==> src/rtl/feature_buffer_pkg.sv <==
// -----------------------------------------------------------------------------
// feature_buffer_pkg
// Shared definitions for the feature-buffer bus responder:
//   - FSM state encoding (state_t)
//   - custom-instruction opcodes carried on ciValueA
//   - sat_add(): saturating 32-bit counter increment
// No ports (package).
// -----------------------------------------------------------------------------
package feature_buffer_pkg;

    typedef enum logic [1:0] {
        ST_IDLE  = 2'd0,
        ST_DATA  = 2'd1,
        ST_ERROR = 2'd2
    } state_t;

    localparam logic [31:0] CI_READ_WORD   = 32'd0;
    localparam logic [31:0] CI_READ_WORDS  = 32'd1;
    localparam logic [31:0] CI_READ_ERRORS = 32'd2;
    localparam logic [31:0] CI_CLEAR       = 32'd3;

    // Counters stick at all-ones instead of wrapping.
    function automatic logic [31:0] sat_add(input logic [31:0] value, input logic [1:0] amount);
        logic [32:0] sum;
        sum = {1'b0, value} + {31'd0, amount};
        return sum[32] ? 32'hFFFF_FFFF : sum[31:0];
    endfunction

endpackage

==> src/rtl/feature_buffer_target_if.sv <==
// -----------------------------------------------------------------------------
// feature_buffer_target_if
// Burst-write bus between the feature-transfer DMA (master) and the feature
// buffer (slave).
//   beginTransactionIn  one-cycle burst start; addressDataIn = start address,
//                       burstSizeIn = beats-1
//   addressDataIn       address (begin cycle) or write data (beat cycles)
//   burstSizeIn         beats minus 1
//   byteEnablesIn       per-beat byte enables
//   dataValidIn         write beat present
//   endTransactionIn    one-cycle burst end
//   busyOut             wait state from the slave; master holds the beat
//   busErrorOut         burst rejected
// -----------------------------------------------------------------------------
interface feature_buffer_target_if;
    import feature_buffer_pkg::*;

    logic        beginTransactionIn;
    logic [31:0] addressDataIn;
    logic [7:0]  burstSizeIn;
    logic [3:0]  byteEnablesIn;
    logic        dataValidIn;
    logic        endTransactionIn;
    logic        busyOut;
    logic        busErrorOut;

    modport master (
        output beginTransactionIn,
        output addressDataIn,
        output burstSizeIn,
        output byteEnablesIn,
        output dataValidIn,
        output endTransactionIn,
        input  busyOut,
        input  busErrorOut
    );

    modport slave (
        input  beginTransactionIn,
        input  addressDataIn,
        input  burstSizeIn,
        input  byteEnablesIn,
        input  dataValidIn,
        input  endTransactionIn,
        output busyOut,
        output busErrorOut
    );

endinterface

==> src/rtl/feature_buffer_ram.sv <==
// -----------------------------------------------------------------------------
// feature_buffer_ram
// DEPTH x 32 storage, one byte-enabled write port and one registered read
// port. A read and write of the same word in one cycle returns the old word.
// Contents are not reset.
//   sysClock    clock
//   write_en    write strobe
//   write_addr  word address
//   write_be    byte enables, bit i -> byte [8i+7:8i]
//   write_data  write word
//   read_en     read strobe; read_data updates on the next edge
//   read_addr   word address
//   read_data   registered read word
// -----------------------------------------------------------------------------
module feature_buffer_ram #(
    parameter int DEPTH = 64,
    parameter int AW    = $clog2(DEPTH)
) (
    input  logic          sysClock,
    input  logic          write_en,
    input  logic [AW-1:0] write_addr,
    input  logic [3:0]    write_be,
    input  logic [31:0]   write_data,
    input  logic          read_en,
    input  logic [AW-1:0] read_addr,
    output logic [31:0]   read_data
);

    logic [31:0] mem [DEPTH];

    always_ff @(posedge sysClock) begin
        if (write_en) begin
            for (int b = 0; b < 4; b++) begin
                if (write_be[b]) begin
                    mem[write_addr][8*b +: 8] <= write_data[8*b +: 8];
                end
            end
        end
        if (read_en) begin
            read_data <= mem[read_addr];
        end
    end

endmodule

==> src/rtl/feature_buffer_target.sv <==
// -----------------------------------------------------------------------------
// feature_buffer_target
// Slave end of the DMA burst-write bus. Accepts bursts into a DEPTH-word
// window starting at BASE_ADDRESS, rejects illegal/overrun bursts with
// busErrorOut, and exposes buffer words and beat/error counters to the CPU via
// a custom instruction.
//
// Optional feature macro: FEATURE_BUFFER_WAIT_STATES_EN
//   defined   -> one busyOut cycle after every WAIT_PERIOD accepted beats
//   undefined -> busyOut tied 0
//
// Ports
//   sysClock, reset   clock; synchronous active-high reset
//   bus               feature_buffer_target_if.slave burst-write bus
//   ciStart, ciCke    custom-instruction strobe and clock enable
//   ciN               instruction id (answers CUSTOM_INSTRUCTION_ID)
//   ciValueA          opcode (feature_buffer_pkg CI_*)
//   ciValueB          operand (word index for CI_READ_WORD)
//   ciResult          result, 0 while ciDone is low
//   ciDone            one-cycle completion, one cycle after the strobe
//   frameWritten      one-cycle pulse after an error-free burst end
//
// State    | meaning
// ST_IDLE  | waiting for beginTransactionIn
// ST_DATA  | legal burst open, accepting beats
// ST_ERROR | burst rejected, busErrorOut held until end
// -----------------------------------------------------------------------------
module feature_buffer_target
    import feature_buffer_pkg::*;
#(
    parameter logic [31:0] BASE_ADDRESS          = 32'h0000_AB00,
    parameter int          DEPTH                 = 64,
    parameter int          CUSTOM_INSTRUCTION_ID = 43,
    parameter int          WAIT_PERIOD           = 4
) (
    input  logic                   sysClock,
    input  logic                   reset,
    feature_buffer_target_if.slave bus,
    input  logic                   ciStart,
    input  logic                   ciCke,
    input  logic [7:0]             ciN,
    input  logic [31:0]            ciValueA,
    input  logic [31:0]            ciValueB,
    output logic [31:0]            ciResult,
    output logic                   ciDone,
    output logic                   frameWritten
);

    localparam int              AW          = $clog2(DEPTH);
    localparam logic [32:0]     DEPTH_WORDS = 33'(DEPTH);
    localparam logic [7:0]      CI_ID       = 8'(CUSTOM_INSTRUCTION_ID);
    localparam logic [AW-1:0]   IDX_ONE     = AW'(1);

    state_t        state;
    state_t        state_next;
    logic [AW-1:0] idx;
    logic [8:0]    remaining;
    logic [8:0]    remaining_after;
    logic [31:0]   word_count;
    logic [31:0]   error_count;
    logic          frame_q;
    logic          bus_error_q;
    logic          busy;

    logic          load;
    logic [1:0]    err_inc;
    logic          frame_set;
    logic          err_hold;

    logic          ci_fire;
    logic          ci_read;
    logic          ci_clear;
    logic [31:0]   ci_value;
    logic          ci_done_q;
    logic          read_sel_q;
    logic [31:0]   result_q;
    logic [31:0]   ram_rdata;

    // Window check: offset computed modulo 2^32, only meaningful when the
    // address is at or above the base, which is part of the same check.
    logic [31:0] offset;
    logic [32:0] span;
    logic        legal;

    assign offset = bus.addressDataIn - BASE_ADDRESS;
    assign span   = {3'd0, offset[31:2]} + {25'd0, bus.burstSizeIn} + 33'd1;
    assign legal  = (bus.addressDataIn[1:0] == 2'b00)
                 && (bus.addressDataIn >= BASE_ADDRESS)
                 && (span <= DEPTH_WORDS);

    // A begin cycle carries an address, never data. Reset abandons the beat
    // presented in the same cycle.
    logic beat;
    logic accept;
    logic overrun;

    assign beat    = (state == ST_DATA) && bus.dataValidIn && !busy
                  && !bus.beginTransactionIn && !reset;
    assign accept  = beat && (remaining != 9'd0);
    assign overrun = beat && (remaining == 9'd0);
    assign remaining_after = accept ? (remaining - 9'd1) : remaining;

    always_ff @(posedge sysClock) begin
        if (reset) begin
            state <= ST_IDLE;
        end else begin
            state <= state_next;
        end
    end

    always_comb begin
        state_next = state;
        load       = 1'b0;
        err_inc    = 2'd0;
        frame_set  = 1'b0;
        err_hold   = 1'b0;

        if (bus.beginTransactionIn) begin
            // A begin outside IDLE counts as a violation, then restarts.
            load    = 1'b1;
            err_inc = (state != ST_IDLE) ? 2'd1 : 2'd0;
            if (legal) begin
                state_next = ST_DATA;
            end else begin
                state_next = ST_ERROR;
                err_inc    = err_inc + 2'd1;
            end
        end else begin
            case (state)
                ST_DATA: begin
                    if (overrun) begin
                        err_inc = 2'd1;
                        if (bus.endTransactionIn) begin
                            state_next = ST_IDLE;
                            err_hold   = 1'b1;
                        end else begin
                            state_next = ST_ERROR;
                        end
                    end else if (bus.endTransactionIn) begin
                        state_next = ST_IDLE;
                        if (remaining_after == 9'd0) begin
                            frame_set = 1'b1;
                        end else begin
                            err_inc = 2'd1;
                        end
                    end
                end
                ST_ERROR: begin
                    if (bus.endTransactionIn) begin
                        state_next = ST_IDLE;
                        err_hold   = 1'b1;
                    end
                end
                default: ;
            endcase
        end
    end

    assign ci_fire  = ciStart && ciCke && (ciN == CI_ID);
    assign ci_read  = ci_fire && (ciValueA == CI_READ_WORD);
    assign ci_clear = ci_fire && (ciValueA == CI_CLEAR);

    always_comb begin
        ci_value = 32'd0;
        case (ciValueA)
            CI_READ_WORDS:  ci_value = word_count;
            CI_READ_ERRORS: ci_value = error_count;
            default:        ci_value = 32'd0;
        endcase
    end

    always_ff @(posedge sysClock) begin
        if (reset) begin
            idx         <= '0;
            remaining   <= 9'd0;
            word_count  <= 32'd0;
            error_count <= 32'd0;
            frame_q     <= 1'b0;
            bus_error_q <= 1'b0;
            ci_done_q   <= 1'b0;
            read_sel_q  <= 1'b0;
            result_q    <= 32'd0;
        end else begin
            if (load) begin
                idx       <= offset[AW+1:2];
                remaining <= {1'b0, bus.burstSizeIn} + 9'd1;
            end else if (accept) begin
                idx       <= idx + IDX_ONE;
                remaining <= remaining - 9'd1;
            end

            // Clear wins over the old value but not over same-cycle events.
            if (ci_clear) begin
                word_count  <= {31'd0, accept};
                error_count <= {30'd0, err_inc};
            end else begin
                word_count  <= sat_add(word_count, {1'b0, accept});
                error_count <= sat_add(error_count, err_inc);
            end

            frame_q     <= frame_set;
            bus_error_q <= (state_next == ST_ERROR) || err_hold;
            ci_done_q   <= ci_fire;
            read_sel_q  <= ci_read;
            result_q    <= ci_fire ? ci_value : 32'd0;
        end
    end

    feature_buffer_ram #(
        .DEPTH (DEPTH),
        .AW    (AW)
    ) u_ram (
        .sysClock   (sysClock),
        .write_en   (accept),
        .write_addr (idx),
        .write_be   (bus.byteEnablesIn),
        .write_data (bus.addressDataIn),
        .read_en    (ci_read),
        .read_addr  (ciValueB[AW-1:0]),
        .read_data  (ram_rdata)
    );

`ifdef FEATURE_BUFFER_WAIT_STATES_EN
    localparam logic [15:0] WAIT_LAST = 16'(WAIT_PERIOD - 1);

    logic [15:0] wait_count;
    logic        busy_q;

    always_ff @(posedge sysClock) begin
        if (reset || load) begin
            wait_count <= 16'd0;
            busy_q     <= 1'b0;
        end else begin
            busy_q <= 1'b0;
            if (accept) begin
                if (wait_count == WAIT_LAST) begin
                    wait_count <= 16'd0;
                    busy_q     <= 1'b1;
                end else begin
                    wait_count <= wait_count + 16'd1;
                end
            end
        end
    end

    assign busy = busy_q;
`else
    assign busy = 1'b0;
`endif

    assign bus.busyOut     = busy;
    assign bus.busErrorOut = bus_error_q;
    assign frameWritten    = frame_q;
    assign ciDone          = ci_done_q;
    assign ciResult        = ci_done_q ? (read_sel_q ? ram_rdata : result_q) : 32'd0;

    logic unused_bits;
    assign unused_bits = ^{ciValueB[31:AW], offset[1:0], (WAIT_PERIOD != 0)};

endmodule

==> src/flat_wrapper.sv <==
// flat-port wrapper written by rule: the top's interface ports become plain ports
module feature_buffer_target_flat import feature_buffer_pkg::*;
#(
    parameter logic [31:0] BASE_ADDRESS          = 32'h0000_AB00,
    parameter int          DEPTH                 = 64,
    parameter int          CUSTOM_INSTRUCTION_ID = 43,
    parameter int          WAIT_PERIOD           = 4
)
  (sysClock, reset, ciStart, ciCke, ciN, ciValueA, ciValueB, ciResult, ciDone, frameWritten, bus_beginTransactionIn, bus_addressDataIn, bus_burstSizeIn, bus_byteEnablesIn, bus_dataValidIn, bus_endTransactionIn, bus_busyOut, bus_busErrorOut);
  feature_buffer_target_if bus_i ();
  input  logic sysClock;
  input  logic reset;
  input  logic ciStart;
  input  logic ciCke;
  input  logic [7:0] ciN;
  input  logic [31:0] ciValueA;
  input  logic [31:0] ciValueB;
  output logic [31:0] ciResult;
  output logic ciDone;
  output logic frameWritten;
  input wire logic [$bits(bus_i.beginTransactionIn)-1:0] bus_beginTransactionIn;
  input wire logic [$bits(bus_i.addressDataIn)-1:0] bus_addressDataIn;
  input wire logic [$bits(bus_i.burstSizeIn)-1:0] bus_burstSizeIn;
  input wire logic [$bits(bus_i.byteEnablesIn)-1:0] bus_byteEnablesIn;
  input wire logic [$bits(bus_i.dataValidIn)-1:0] bus_dataValidIn;
  input wire logic [$bits(bus_i.endTransactionIn)-1:0] bus_endTransactionIn;
  output wire logic [$bits(bus_i.busyOut)-1:0] bus_busyOut;
  output wire logic [$bits(bus_i.busErrorOut)-1:0] bus_busErrorOut;
  assign bus_i.beginTransactionIn = bus_beginTransactionIn;
  assign bus_i.addressDataIn = bus_addressDataIn;
  assign bus_i.burstSizeIn = bus_burstSizeIn;
  assign bus_i.byteEnablesIn = bus_byteEnablesIn;
  assign bus_i.dataValidIn = bus_dataValidIn;
  assign bus_i.endTransactionIn = bus_endTransactionIn;
  assign bus_busyOut = bus_i.busyOut;
  assign bus_busErrorOut = bus_i.busErrorOut;
  feature_buffer_target #(.BASE_ADDRESS(BASE_ADDRESS), .DEPTH(DEPTH), .CUSTOM_INSTRUCTION_ID(CUSTOM_INSTRUCTION_ID), .WAIT_PERIOD(WAIT_PERIOD)) u_core (.sysClock(sysClock), .reset(reset), .bus(bus_i), .ciStart(ciStart), .ciCke(ciCke), .ciN(ciN), .ciValueA(ciValueA), .ciValueB(ciValueB), .ciResult(ciResult), .ciDone(ciDone), .frameWritten(frameWritten));
endmodule
==> config.mk <==
export PLATFORM = sky130hd
export DESIGN_NAME = feature_buffer_target_flat
export DESIGN_NICKNAME = d
export VERILOG_FILES = /design/src/rtl/feature_buffer_pkg.sv /design/src/rtl/feature_buffer_target_if.sv /design/src/rtl/feature_buffer_ram.sv /design/src/rtl/feature_buffer_target.sv /design/src/flat_wrapper.sv
export SDC_FILE = /design/constraint.sdc
export NUM_CORES = 2
export LEC_CHECK = 0
export CAP_MARGIN = 20
export CELL_PAD_IN_SITES_DETAIL_PLACEMENT = 1
export CELL_PAD_IN_SITES_GLOBAL_PLACEMENT = 1
export CORE_MARGIN = 4
export CORE_UTILIZATION = 60
export CTS_BUF_LIST = sky130_fd_sc_hd__clkbuf_8 sky130_fd_sc_hd__clkbuf_16
export CTS_CLUSTER_SIZE = 12
export DETAILED_ROUTE_END_ITERATION = 7
export DONT_BUFFER_PORTS = 1
export GPL_TIMING_DRIVEN = 0
export PLACE_DENSITY_LB_ADDON = 0.08
export SLEW_MARGIN = 10
export SYNTH_ARGS = -nofsm -noshare
export SYNTH_HDL_FRONTEND = slang
export SYNTH_SLANG_ARGS = --single-unit
==> constraint.sdc <==
create_clock -name sysClock -period 21.4 [get_ports sysClock]
set_clock_uncertainty 0.15 [all_clocks]
set_input_delay 3.21 -clock sysClock [delete_from_list [all_inputs] [get_ports sysClock]]
set_output_delay 3.21 -clock sysClock [all_outputs]
set_load 0.05 [all_outputs]
==> summary.txt <==
Remaining DRCs: 0
Number of global-route vias before repair: 47900
Die footprint: 0.152 mm2
Yosys cell types: 79
WHS Path Cells: 1
Crit path depth: 28
CP Max Fanout: 10
Final Non-Filler Cells: 6638
Internal: 6.72 mW
Max transition margin: 15.7%
Post_cts resized: 0
Required time of the critical path: 22000 ps
Critical path's top delay family: simple AND/OR/NAND/NOR gates
FFs w/ async S/R, synth: 0%
Post-Syn Area: 0.0877 mm2
WP buf/inv: 4
Prevailing post-synth register cell: edfxtp_1
Period utilisation layout: 50.4%
Wirelength per Cell: 40.7 um
Largest cells by area after synthesis: edfxtp_1, mux4_2, dfxtp_1
Outcome: completed
Initial antenna violation count: 30
Switching Fraction: 21.9%
Number of CTS-inserted buffers: 215
PwrDens: 88.5 mW/mm2
Core area: 0.144 mm2
Final net count: 4729
Height of the die: 390 um
Area Overhead vs Synth: 10.9%
Max Clk Rate: 0.0928 GHz
Reg2Reg Depth: 25
Startpoint types: input port
Post-synthesis instance total: 4297
IO buf count: 0
Clock share of power: 40.0%
Deepest clock path buffer count: 3
Yosys reg bits: 2197
CP most frequent cell: ha_1
Final Critical Period: 10780 ps
Drt first pass iters: 8
Num ports: 159
P_sw: 1.88 mW
Crit path largest cell delay: 600 ps
Net Count, Synth: 4442
Area leader, netlist: edfxtp_1
Slew at the pin closest to its max-slew limit: 1260 ps
RSZ-0062 raised after global routing: no
Setup-failing EPs final: 0
Post-synth EDFFs: 2080
Cell Rows: 139
Placed cells: 6250
Total grt overflow: 0
Clk slew on worst S/H paths: 60 ps
Synth top area share: 71.3%
Share of layout cells above drive strength 1: 22.6%
Post-CTS Hold Fix Bufs: 0
Vias after detailed routing: 47400
Final Hold Fails: 0
Commonest cells post-synth: edfxtp_1, mux4_2, nor2_1, clkbuf_1, nand2_1
Routed WL: 270 mm
Die width: 390 um
DRT iter0 DRCs: 6767
Gpl congestion: 0.938
Initial Util: 60.7%
Sequential area share after synthesis: 73.9%
Antenna viol nets, final: 0
Worst min path class: register to register
Clock root cell: clkbuf_16
Worst EP arrival: 11380 ps
TNS Setup: 0 ps
Setup Buffers After CTS: 0
Comb pwr share: 5.3%
Maxcap violations: 0
Register share of total power: 54.7%
DR vias/cell: 7.14
LEAKAGE: 29.8 nW
Fillcell total: 11500
Worst-Skew Late Latency: 840 ps
Top-count cell post-synth: edfxtp_1
Largest net degree at the start of global routing: 73
GR Util All Layers: 35.9%
CTS tree: done
Slowest CP cell: or4_1
Critical Path End Type: register
Worst vdd ir: 0.0970 mV
Syn Area/Cell: 20.4 um2
Yosys warnings: 0
Global-route wire length before repair: 375 mm
Final Max Tran Viols: 0
CTS H-tree depth: 4
TritonCTS Sinks: 2197
CP Class: input port to register
Dpl hpwl: 182 mm
-- routing by layer --
metal | global-route usage, % | vias to the layer above | routed length [um]
li1 | - | 18300 | -
met1 | 46.9 | 24800 | 93300
met2 | 56.3 | 3640 | 128000
met3 | 10.7 | 734 | 32200
met4 | 17.2 | 18 | 16100
met5 | 1.07 | - | 303
-- sequential cells by signal, indices dropped and copies added (netlist names), 2 cells and up --
name / count
u_core.error_count: 32
u_core.idx: 6
u_core.remaining: 9
u_core.result_q: 32
u_core.state: 2
u_core.u_ram.mem: 2048
u_core.u_ram.read_data: 32
u_core.word_count: 32
-- cells by family (layout without fill, tap and decap cells) --
kind of cell    Yosys count  in the layout  synth area share, %
simple gates            748            748                 4.00
mux                     720            720                 17.7
xor+xnor                107            107                 1.07
flops                  2197           2197                 73.9
compound gates          232            232                 1.77
other cells               1             22              0.00428
fa+ha+maj                22             22                0.331
buf+inv                 270            687                 1.19
-- cell type report --
type / instances / area [um2] / share of cell area [%]
diodes: 21 / 52.6 / 0.0541
plain buffers: 244 / 990 / 1.02
clock buffers: 219 / 5440 / 5.59
clock inverters: 128 / 718 / 0.739
inverters: 26 / 97.6 / 0.100
multi-input cells: 1830 / 21800 / 22.5
flip-flops and latches: 2197 / 64800 / 66.7
well taps: 1903 / 2380 / 2.45
repair buffers: 70 / 895 / 0.920
-- path summary, 6_finish.rpt --
check | start | to | slack [ps]
hold / removal | u_core.word_count[30]$_SDFF_PP0_ | u_core.word_count[30]$_SDFF_PP0_ | 390
setup / recovery | bus_burstSizeIn[0] | u_core.error_count[9]$_SDFF_PP0_ | 10620
hold reg to reg | u_core.word_count[30]$_SDFF_PP0_ | u_core.word_count[30]$_SDFF_PP0_ | 390
setup reg to reg | u_core.remaining[3]$_SDFF_PP0_ | u_core.error_count[9]$_SDFF_PP0_ | 14740
-- power groups by stage --
stage	Clock (mW)	Combinational (mW)	Sequential (mW)
finish	3.44	0.455	4.70
global placement	0	0.415	4.80
detailed placement	0	0.435	4.80
floorplan	0	0.251	4.80
CTS	3.44	0.441	4.71
global route	3.64	0.462	4.70
-- layout by cell type, fill, tap and decap left out, types with 52 or more instances in the layout --
cell type     n
clkbuf_1    155
dfxtp_1     117
clkbuf_16   215
nor2_1      370
edfxtp_1   2080
nand2_1     127
xor2_1       52
a21oi_1      84
inv_1        92
xnor2_1      55
mux4_2      665
-- through the flow --
stage,utilization [%],area (um2),total power [mW],hold WS [ps],setup WS [ps]
global placement,62.4,90000,5.21,350,10160
detailed placement,62.9,90800,5.23,368,9960
global route,67.3,97200,8.80,418,10080
finish,67.3,97200,8.60,388,10620
CTS,67.2,96900,8.58,380,10750
floorplan,-,87700,5.05,322,11690
Note: power is estimated with default switching activity, not from simulation.
